## src/rtl/tsp16_pkg.sv

```systemverilog
// Shared TSP16 definitions: opcode encodings, instruction field positions,
// and the opcode -> "writes rd" classification used by the writeback stage.
package tsp16_pkg;

  localparam logic [3:0] OP_NOP   = 4'h0;
  localparam logic [3:0] OP_ADD   = 4'h1;
  localparam logic [3:0] OP_SUB   = 4'h2;
  localparam logic [3:0] OP_AND   = 4'h3;
  localparam logic [3:0] OP_LOAD  = 4'h4;
  localparam logic [3:0] OP_STORE = 4'h5;
  localparam logic [3:0] OP_BR    = 4'h6;
  localparam logic [3:0] OP_JMP   = 4'h7;
  localparam logic [3:0] OP_OR    = 4'h8;
  localparam logic [3:0] OP_XOR   = 4'h9;
  localparam logic [3:0] OP_SHL   = 4'hA;
  localparam logic [3:0] OP_LI    = 4'hB;
  localparam logic [3:0] OP_HALT  = 4'hF;

  // Instruction word layout: opcode | rd | rs1 | rs2
  localparam int OPC_MSB = 15;
  localparam int OPC_LSB = 12;
  localparam int RD_MSB  = 11;
  localparam int RD_LSB  = 8;
  localparam int RS1_MSB = 7;
  localparam int RS1_LSB = 4;
  localparam int RS2_MSB = 3;
  localparam int RS2_LSB = 0;

  typedef struct packed {
    logic [3:0] opcode;
    logic [3:0] rd;
    logic [3:0] rs1;
    logic [3:0] rs2;
  } instr_t;

  // True for opcodes whose result lands in rd; reserved codes and HALT never write.
  function automatic logic writes_rd(input logic [3:0] opcode);
    case (opcode)
      OP_ADD, OP_SUB, OP_AND, OP_LOAD,
      OP_OR, OP_XOR, OP_SHL, OP_LI: writes_rd = 1'b1;
      default:                      writes_rd = 1'b0;
    endcase
  endfunction

endpackage

```

## src/rtl/regfile_2r1w.sv

```systemverilog
// Architectural register file: NUM_RD combinational read ports with
// same-cycle write bypass, one synchronous write port, r0 hardwired to zero.
module regfile_2r1w #(
  parameter int NUM_REGS = 16,
  parameter int DATA_W   = 16,
  parameter int NUM_RD   = 2,
  parameter int AW       = $clog2(NUM_REGS)
) (
  input  logic                           clk,
  input  logic                           reset,
  input  logic                           wr_en,
  input  logic [AW-1:0]                  wr_addr,
  input  logic [DATA_W-1:0]              wr_data,
  input  logic [NUM_RD-1:0][AW-1:0]      rd_addr,
  output logic [NUM_RD-1:0][DATA_W-1:0]  rd_data
);

  logic [NUM_REGS-1:0][DATA_W-1:0] mem;

  // Storage update; r0 is never written so it stays at its reset value.
  always_ff @(posedge clk) begin
    if (reset) begin
      mem <= '0;
    end else if (wr_en && wr_addr != '0) begin
      mem[wr_addr] <= wr_data;
    end
  end

  // Read ports: zero for r0, in-flight write data on address match, else array.
  for (genvar p = 0; p < NUM_RD; p++) begin : g_rd
    assign rd_data[p] = (rd_addr[p] == '0)                  ? '0      :
                        (wr_en && rd_addr[p] == wr_addr)    ? wr_data :
                                                              mem[rd_addr[p]];
  end

endmodule

```

## src/rtl/pipeline_writeback.sv

```systemverilog
// TSP16 writeback stage: commits memory-stage results into the register file,
// registers the retired instruction for forwarding, counts retirements and
// freezes architectural state once HALT retires.
module pipeline_writeback
  import tsp16_pkg::*;
#(
  parameter int DATA_W   = 16,
  parameter int NUM_REGS = 16,
  parameter int COUNT_W  = 16
) (
  input  logic               clk,
  input  logic               reset,
  input  logic               memory_done,
  input  logic               memory_is_dependent,
  input  logic [DATA_W-1:0]  memory_result,
  input  logic [15:0]        memory_instr,
  input  logic [3:0]         rs1_addr,
  input  logic [3:0]         rs2_addr,
  output logic [DATA_W-1:0]  rs1_data,
  output logic [DATA_W-1:0]  rs2_data,
  output logic               writeback_done,
  output logic               writeback_is_dependent,
  output logic [DATA_W-1:0]  writeback_result,
  output logic [15:0]        writeback_instr,
  output logic [COUNT_W-1:0] retired_count,
  output logic               halted
);

  localparam int AW = $clog2(NUM_REGS);

  logic [3:0] opcode;
  logic [3:0] rd;
  logic       commit;
  logic       wr_en;

  logic [1:0][AW-1:0]     rd_addr;
  logic [1:0][DATA_W-1:0] rd_data;

  assign opcode = memory_instr[OPC_MSB:OPC_LSB];
  assign rd     = memory_instr[RD_MSB:RD_LSB];

  // Once halted nothing else retires; r0 writes are dropped before the array.
  assign commit = memory_done & ~halted;
  assign wr_en  = commit & writes_rd(opcode) & (rd != 4'd0);

  assign rd_addr[0] = rs1_addr[AW-1:0];
  assign rd_addr[1] = rs2_addr[AW-1:0];
  assign rs1_data   = rd_data[0];
  assign rs2_data   = rd_data[1];

  regfile_2r1w #(
    .NUM_REGS (NUM_REGS),
    .DATA_W   (DATA_W),
    .NUM_RD   (2),
    .AW       (AW)
  ) u_regfile (
    .clk     (clk),
    .reset   (reset),
    .wr_en   (wr_en),
    .wr_addr (rd[AW-1:0]),
    .wr_data (memory_result),
    .rd_addr (rd_addr),
    .rd_data (rd_data)
  );

  // Forwarding registers: copy the retiring instruction, bubble to zero otherwise.
  always_ff @(posedge clk) begin
    if (reset) begin
      writeback_done         <= 1'b0;
      writeback_is_dependent <= 1'b0;
      writeback_result       <= '0;
      writeback_instr        <= '0;
    end else if (commit) begin
      writeback_done         <= 1'b1;
      writeback_is_dependent <= memory_is_dependent;
      writeback_result       <= memory_result;
      writeback_instr        <= memory_instr;
    end else begin
      writeback_done         <= 1'b0;
      writeback_is_dependent <= 1'b0;
      writeback_result       <= '0;
      writeback_instr        <= '0;
    end
  end

  // Retirement counter wraps naturally; HALT is counted, later work is not.
  always_ff @(posedge clk) begin
    if (reset) begin
      retired_count <= '0;
    end else if (commit) begin
      retired_count <= retired_count + 1'b1;
    end
  end

  // Sticky halt flag, cleared only by reset.
  always_ff @(posedge clk) begin
    if (reset) begin
      halted <= 1'b0;
    end else if (commit && opcode == OP_HALT) begin
      halted <= 1'b1;
    end
  end

endmodule

```

## config.mk

```make
export PLATFORM = sky130hd
export DESIGN_NAME = pipeline_writeback
export DESIGN_NICKNAME = d
export VERILOG_FILES = /design/src/rtl/tsp16_pkg.sv /design/src/rtl/regfile_2r1w.sv /design/src/rtl/pipeline_writeback.sv
export SDC_FILE = /design/constraint.sdc
export NUM_CORES = 1
export LEC_CHECK = 0
export CORE_MARGIN = 4
export CORE_UTILIZATION = 45
export CTS_BUF_LIST = sky130_fd_sc_hd__clkbuf_8 sky130_fd_sc_hd__clkbuf_16
export CTS_CLUSTER_DIAMETER = 100
export DETAILED_ROUTE_END_ITERATION = 12
export GPL_ROUTABILITY_DRIVEN = 0
export PLACE_DENSITY = 0.67
export SLEW_MARGIN = 5
export SYNTH_ARGS = -nofsm -noshare
export SYNTH_HDL_FRONTEND = slang
export SYNTH_SLANG_ARGS = --single-unit
```

## constraint.sdc

```tcl
create_clock -name clk -period 2.8 [get_ports clk]
set_input_delay 0.56 -clock clk [delete_from_list [all_inputs] [get_ports clk]]
set_output_delay 0.56 -clock clk [all_outputs]
set_load 0.03 [all_outputs]
```

==> out/metrics.cfg, run 1 <==
[sta]
report.final.slew_viol_count = 0
whs_ns = 0.3639
finalHoldViolCount = 0
fmaxAchievable_ghz = 0.3329
rsz0062_at_grt = yes
finalSetupTns_ns = -4.259
clock_skew_ns = 0.02060
min_period_ns = 3.004
period_share = 1.073
setup_viol = 32
setup_ws_ns = -0.2041
tightest_slew_ns = 0.6906
slew_headroom = 0.5379

[drt]
drtIter0Drc = 2212
wire_per_inst_um = 24.74
drt_drc_violations_left = 0
via_per_inst = 6.156
postRouteAntennaNets = 0
drtPass1Iterations = 6
vias = 14978
routed_wl_um = 60190

[power_and_ir_drop]
p_clk_frac = 0.434
irDropWorstVdd_v = 0.0004195
leakagePower_uw = 0.007421
p_per_area_nw_per_um2 = 490.8
pwr-share-seq = 0.438
power_switching_uw = 2628
p_int_uw = 7537
swShare = 0.2585
p_comb_frac = 0.128

[cts]
clock_latency_ns = 0.52
clk_pin_slew_ns = 0.06
hold_buffers = 0
cts_sinks = 307
cts_tree = yes
clockBufferDepth = 3
htreeDepth = 2
root_buffer = clkbuf_16
cts_made_buffers = 35

[floorplan]
num_io_pins = 127
die_w_um = 191.3
design.die.area_sq_um = 36610
die_y_um = 191.3
std_cell_rows = 66
initial_core_util = 0.4602
core_area_sq_um = 32870

[setup_path]
worstSetupPathType = flip-flop to output port
crit_slowest_cell = or3_4
arrival_ns = 2.44
cp_common_cell = buf_6
critical-path-top-delay-family = simple AND/OR/NAND/NOR gates
crit_fanout = 8
cpPeakStageDelay_ns = 0.43
start_kind = flip-flop
required_ns = 2.24
path_buf_inv = 3
critical_path.cell_chain = nand2b_4 -> or3_4 -> buf_6 -> nor3_4 -> a21o_4 -> buf_12 -> o21ai_4 -> buf_6
end_kind = output port

[synth]
synth.ff_latch_count = 307
yosysMostFrequentCell = nand2_1
netlist.area_leader.share = 0.4064
synthArstFlopShare = 0
synth_warnings = 0
synth_cell_type_count = 43
ys.flop_type = dfxtp_1
synthCells = 1702
yosys-top-cells-count = nand2_1 (530), dfxtp_1 (307), a21oi_1 (247)
yosysTopAreaCell = dfxtp_1
synth.avg_cell_area_sq_um = 8.886
ys_top_cells_by_area = dfxtp_1 (41%), mux4_2 (17%), nand2_1 (13%), a21oi_1 (8.2%), clkbuf_1 (2.6%)
synth_nets = 1747
synth_edf_count = 0
synth-seq-area-share = 0.4064
syn-cell-area_sq_um = 15120

[outcome]
outcome = finished with violations
violations = negative setup slack

[layout]
finalNetCount = 2014
drive_gt1_frac = 0.2990
fin_util = 0.6301
area_growth_pct = 36.93

[min_path]
hp-class = primary input to flip-flop

[global_route]
grt-ovfl-total = 0
grt_pass1_vias = 14521
grt_pass1_wl_um = 87860
grt_use_total = 0.3169
grt_max_degree = 137
antenna_found_initial = 0

[place]
io_buffers = 126
dp_hpwl_um = 39460
place_ws_ns = -0.7757

[job]
cap_violations = 0

==> worst paths after layout <==
check	from	to	slack, ns	depth (start not counted)
min reg2reg	u_regfile.mem[70]	u_regfile.mem[70]	0.47	2
min	memory_instr[13]	writeback_instr[13]	0.36	3
max reg2reg	halted	u_regfile.mem[115]	0.10	17
max	halted	rs1_data[3]	-0.20	8
==> worst register-to-register path: cells and delay by family (launching register included) <==
family	cells	cell delay, ns
buffers and inverters	12	1.63
and+or+nand+nor	4	0.55
DFF	1	0.33
AOI/OAI and AO/OA	1	0.06
==> power by group through the flow <==
stage | combinational (uW) | clock [uW] | sequential [uW]
after CTS | 1240 | 4440 | 4450
after global placement | 1100 | 0 | 4540
after global routing | 1350 | 4610 | 4450
after floorplan | 527 | 0 | 4580
final | 1300 | 4410 | 4450
after detailed placement | 1110 | 0 | 4540
==> layer usage <==
metal / track usage / wire length (um)
met3: 0.07085 / 6610
met2: 0.5038 / 27350
met5: 0 / 0
met4: 0.1798 / 4211
met1: 0.3994 / 22030
==> state kept, by name (all words and copies together), names as in the netlist <==
| signal | cells |
|---|---|
| u_regfile.mem | 256 |
| retired_count | 16 |
| writeback_instr | 16 |
| writeback_result | 16 |
| halted | 1 |
| writeback_done | 1 |
| writeback_is_dependent | 1 |
==> what timing repair did <==
| item | 4_1_cts | 5_1_grt |
|---|---|---|
| cloned | 5 | 3 |
| buffers inserted | 38 | 6 |
| endpoints found under the setup margin | 32 | 252 |
| resized for setup | 135 | 84 |
| hold endpoints to repair | 0 | 0 |
| pin swaps | 32 | 25 |
==> cell usage in the layout, fill, tap and decap left out, types with 22 or more instances in the layout <==
master / count
nand2_1: 529
dfxtp_1: 306
a21oi_1: 241
buf_4: 201
mux4_2: 112
clkdlybuf4s50_1: 76
buf_6: 46
clkbuf_16: 42
and2_1: 36
buf_12: 32
mux2_2: 24
nor2b_1: 23
a22o_1: 23
nor2_1: 22
==> cells by family after synthesis <==
family          share of synthesized area
buf+inv                           0.04724
compound gates                     0.1335
simple gates                       0.2080
fa+ha+maj                       0.0008271
flops                              0.4064
mux                                0.1913
xor+xnor                          0.01274
==> layout make-up <==
class	count	area (sq um)
Clock inverter	16	107.6
Clock buffer	42	972.2
Tap cell	442	553.0
Inverter	2	7.507
Fill cell	2667	12160
Timing Repair Buffer	391	4054
Sequential cell	307	6147
Multi-Input combinational cell	1232	8866
Antenna cell	1	2.502
==> metrics by stage <==
step	area (sq um)	instances	total power, uW
floorplan	15210	1702	5112
detailed placement	18300	2326	5654
global route	20710	2432	10410
global placement	18300	2326	5644
finish	20710	2433	10160
CTS	20280	2424	10120
Note: power is estimated with default switching activity, not from simulation.
==> run 2, diff against run 1 <==
--- a/config.mk
+++ b/config.mk
@@ -11,8 +11,7 @@
 export CTS_CLUSTER_DIAMETER = 100
 export DETAILED_ROUTE_END_ITERATION = 12
 export GPL_ROUTABILITY_DRIVEN = 0
-export PLACE_DENSITY = 0.67
-export SLEW_MARGIN = 5
+export SLEW_MARGIN = 20
 export SYNTH_ARGS = -nofsm -noshare
 export SYNTH_HDL_FRONTEND = slang
 export SYNTH_SLANG_ARGS = --single-unit
==> constraint.sdc (replaced) <==
create_clock -name clk -period 3.2 [get_ports clk]
set_input_delay 0.64 -clock clk [delete_from_list [all_inputs] [get_ports clk]]
set_output_delay 0.64 -clock clk [all_outputs]
set_load 0.03 [all_outputs]
==> run 2 against run 1 <==
The run now ends clean. Critical path depth rose by 1. Sequential share of layout area rose by 1.9 points. Count of clock-buffer cells in the layout rose by 2. Clock skew fell by 0.0027 ns. Combinational power fell by 23%. Worst hold slack improved by 0.070 ns. Sequential power fell by 13%. Cell count fell by 2.8%. Largest cell class unchanged.
==> out/metrics.cfg, run 2 (synthesis results as in run 1) <==
[cts]
cts_made_buffers = 36  ; +2.9%
clockBufferDepth = 3  ; unchanged
hold_buffers = 0  ; unchanged
htreeDepth = 2  ; unchanged
clk_pin_slew_ns = 0.06  ; about the same
root_buffer = clkbuf_16
clock_latency_ns = 0.52  ; about the same
cts_tree = yes
cts_sinks = 307  ; unchanged

[setup_path]
rr_startpoint = halted
r2r-end = u_regfile.mem[249]
crit_fanout = 15  ; +7
critical_path.cell_chain = buf_4 -> buf_12 -> buf_12 -> mux4_2 -> mux2_2 -> o21ai_2 -> buf_4 -> o21ai_1 -> buf_4
r2r_cells = 7  ; -10
path_buf_inv = 5  ; +2
crit_slowest_cell = mux4_2
cp_common_cell = buf_4
end_kind = output port
arrival_ns = 2.52  ; +0.08 ns
reg2reg_slack_ns = 1.09  ; +0.99 ns
start_kind = primary input
worstSetupPathType = primary input to output port
cpPeakStageDelay_ns = 0.52  ; +0.09 ns
required_ns = 2.56  ; +0.32 ns
critical-path-top-delay-family = multiplexers

[global_route]
grt_use_total = 0.3020  ; -0.01494
antenna_found_initial = 0  ; unchanged
grt-ovfl-total = 0  ; unchanged
grt_max_degree = 86  ; -37%
grt_pass1_vias = 13617  ; -6.2%
grt_pass1_wl_um = 84020  ; -4.4%

[layout]
final_cell_mix = nand2_1 (530), dfxtp_1 (307), a21oi_1 (243)
nFillCells = 2903  ; +8.8%
drive_gt1_frac = 0.2505  ; -0.04848
antenna_cells = 0  ; -1
layout_commonest_cell = nand2_1
finalNetCount = 1943  ; -3.5%
area_growth_pct = 28.86
largest_register_ffs = 256  ; unchanged
finish.instance_area_sq_um = 19490  ; -5.9%
regMostFlops = u_regfile.mem

[sta]
report.final.slew_viol_count = 0  ; unchanged
period_share = 0.9881
clock_skew_ns = 0.01790  ; -0.002702 ns
rsz0062_at_grt = yes
tightest_slew_ns = 0.5787  ; -0.1119 ns
min_period_ns = 3.162
slew_headroom = 0.6130  ; +0.07509
whs_ns = 0.4344  ; +0.07044 ns
setup_viol = 0  ; -100%
fmaxAchievable_ghz = 0.3163
finalHoldViolCount = 0  ; unchanged

[power_and_ir_drop]
power_switching_uw = 2247  ; -15%
pwr-share-seq = 0.439  ; about the same
p_comb_frac = 0.112  ; -0.016
swShare = 0.2533  ; -0.005228
p_per_area_nw_per_um2 = 455.1  ; -7.3%
p_int_uw = 6623  ; -12%
p_clk_frac = 0.449  ; +0.015
leakagePower_uw = 0.006903  ; -7.0%
irDropWorstVdd_v = 0.0003008  ; -28%

[drt]
routed_wl_um = 56240  ; -6.6%
via_per_inst = 5.952  ; -3.3%
postRouteAntennaNets = 0  ; unchanged
drtPass1Iterations = 5  ; -1
drtIter0Drc = 1537  ; -31%
drt_drc_violations_left = 0  ; unchanged
vias = 14082  ; -6.0%
wire_per_inst_um = 23.77  ; -3.9%

[min_path]
hold_depth = 3  ; unchanged
min_from = memory_instr[15]
holdPathEnd = halted
hp-class = primary input to flip-flop

[floorplan]
die_w_um = 191.3  ; unchanged
core_area_sq_um = 32870  ; unchanged
design.die.area_sq_um = 36610  ; unchanged
num_io_pins = 127  ; unchanged
std_cell_rows = 66  ; unchanged
initial_core_util = 0.4602  ; unchanged
die_y_um = 191.3  ; unchanged

[place]
io_buffers = 126  ; unchanged
dp_hpwl_um = 37220  ; -5.7%
dpl_cell_area_sq_um = 17870  ; -2.3%

[job]
cap_violations = 0  ; unchanged

[outcome]
outcome = finished, final reports clean

[run 2: area by class of cell]
| type | instances | area, sq um | area share |
|---|---|---|---|
| Multi-Input combinational cell | 1232 | 8488 | 0.4355 |
| Clock buffer | 44 | 1022 | 0.05245 |
| Sequential cell | 307 | 6146 | 0.3153 |
| Tap cell | 442 | 553.0 | 0.02838 |
| Inverter | 2 | 7.507 | 0.0003852 |
| Timing Repair Buffer | 319 | 3152 | 0.1617 |
| Clock inverter | 20 | 121.4 | 0.006227 |
[run 2: timing repair]
item / CTS / global route
setup endpoints to repair: 32 / 32
gates resized for setup: 61 / 17
cloned: 2 / 0
pin swaps: 14 / 10
setup buffers: 5 / 21
[run 2: metal layers]
layer | vias to the layer above | track usage | part of all wire
met1 | 6821 | 0.4057 | 0.40
met5 | - | 0 | 0
li1 | 6314 | - | -
met2 | 793 | 0.4677 | 0.45
met4 | 0 | 0.1403 | 0.048
met3 | 154 | 0.06538 | 0.097
[run 2: worst max-delay path by stage]
stage                                start           end  cells after the start
after floorplan                rs2_addr[0]  rs2_data[14]                      5
final                          rs1_addr[0]  rs1_data[14]                      9
after global placement    memory_instr[12]   rs2_data[5]                      9
after CTS                 memory_instr[15]   rs2_data[9]                     10
after global routing           rs1_addr[0]   rs1_data[7]                      8
after detailed placement  memory_instr[12]  rs2_data[14]                      9
[run 2: stage by stage]
stage | instances | power, uW | setup TNS, ns | utilization | worst slack [ns]
finish | 2366 | 8870 | 0 | 0.5930 | 0.03821
global route | 2366 | 9128 | -0.01059 | 0.5930 | -0.01059
CTS | 2346 | 8863 | 0 | 0.5858 | 0.001430
detailed placement | 2275 | 4912 | -9.687 | 0.5439 | -0.3794
global placement | 2275 | 4906 | -9.423 | 0.5439 | -0.3489
floorplan | 1702 | 4469 | 0 | - | 0.03727
[run 2: power groups by stage]
| stage | Clock [uW] | Combinational, uW | Sequential, uW |
|---|---|---|---|
| 2_1_floorplan | 0 | 458 | 4010 |
| 3_3_place_gp | 0 | 931 | 3980 |
| 3_5_place_dp | 0 | 935 | 3980 |
| 4_1_cts | 4010 | 956 | 3890 |
| 5_1_grt | 4190 | 1040 | 3900 |
| 6_report | 3980 | 995 | 3890 |
[run 2: worst register-to-register path, cell delays in order (launching register included)]
cell,delay [ns]
dfxtp_1,0.33
nand2b_1,0.16
or3_4,0.45
buf_4,0.23
or3_1,0.42
buf_4,0.22
nand2_1,0.09
a21oi_1,0.06
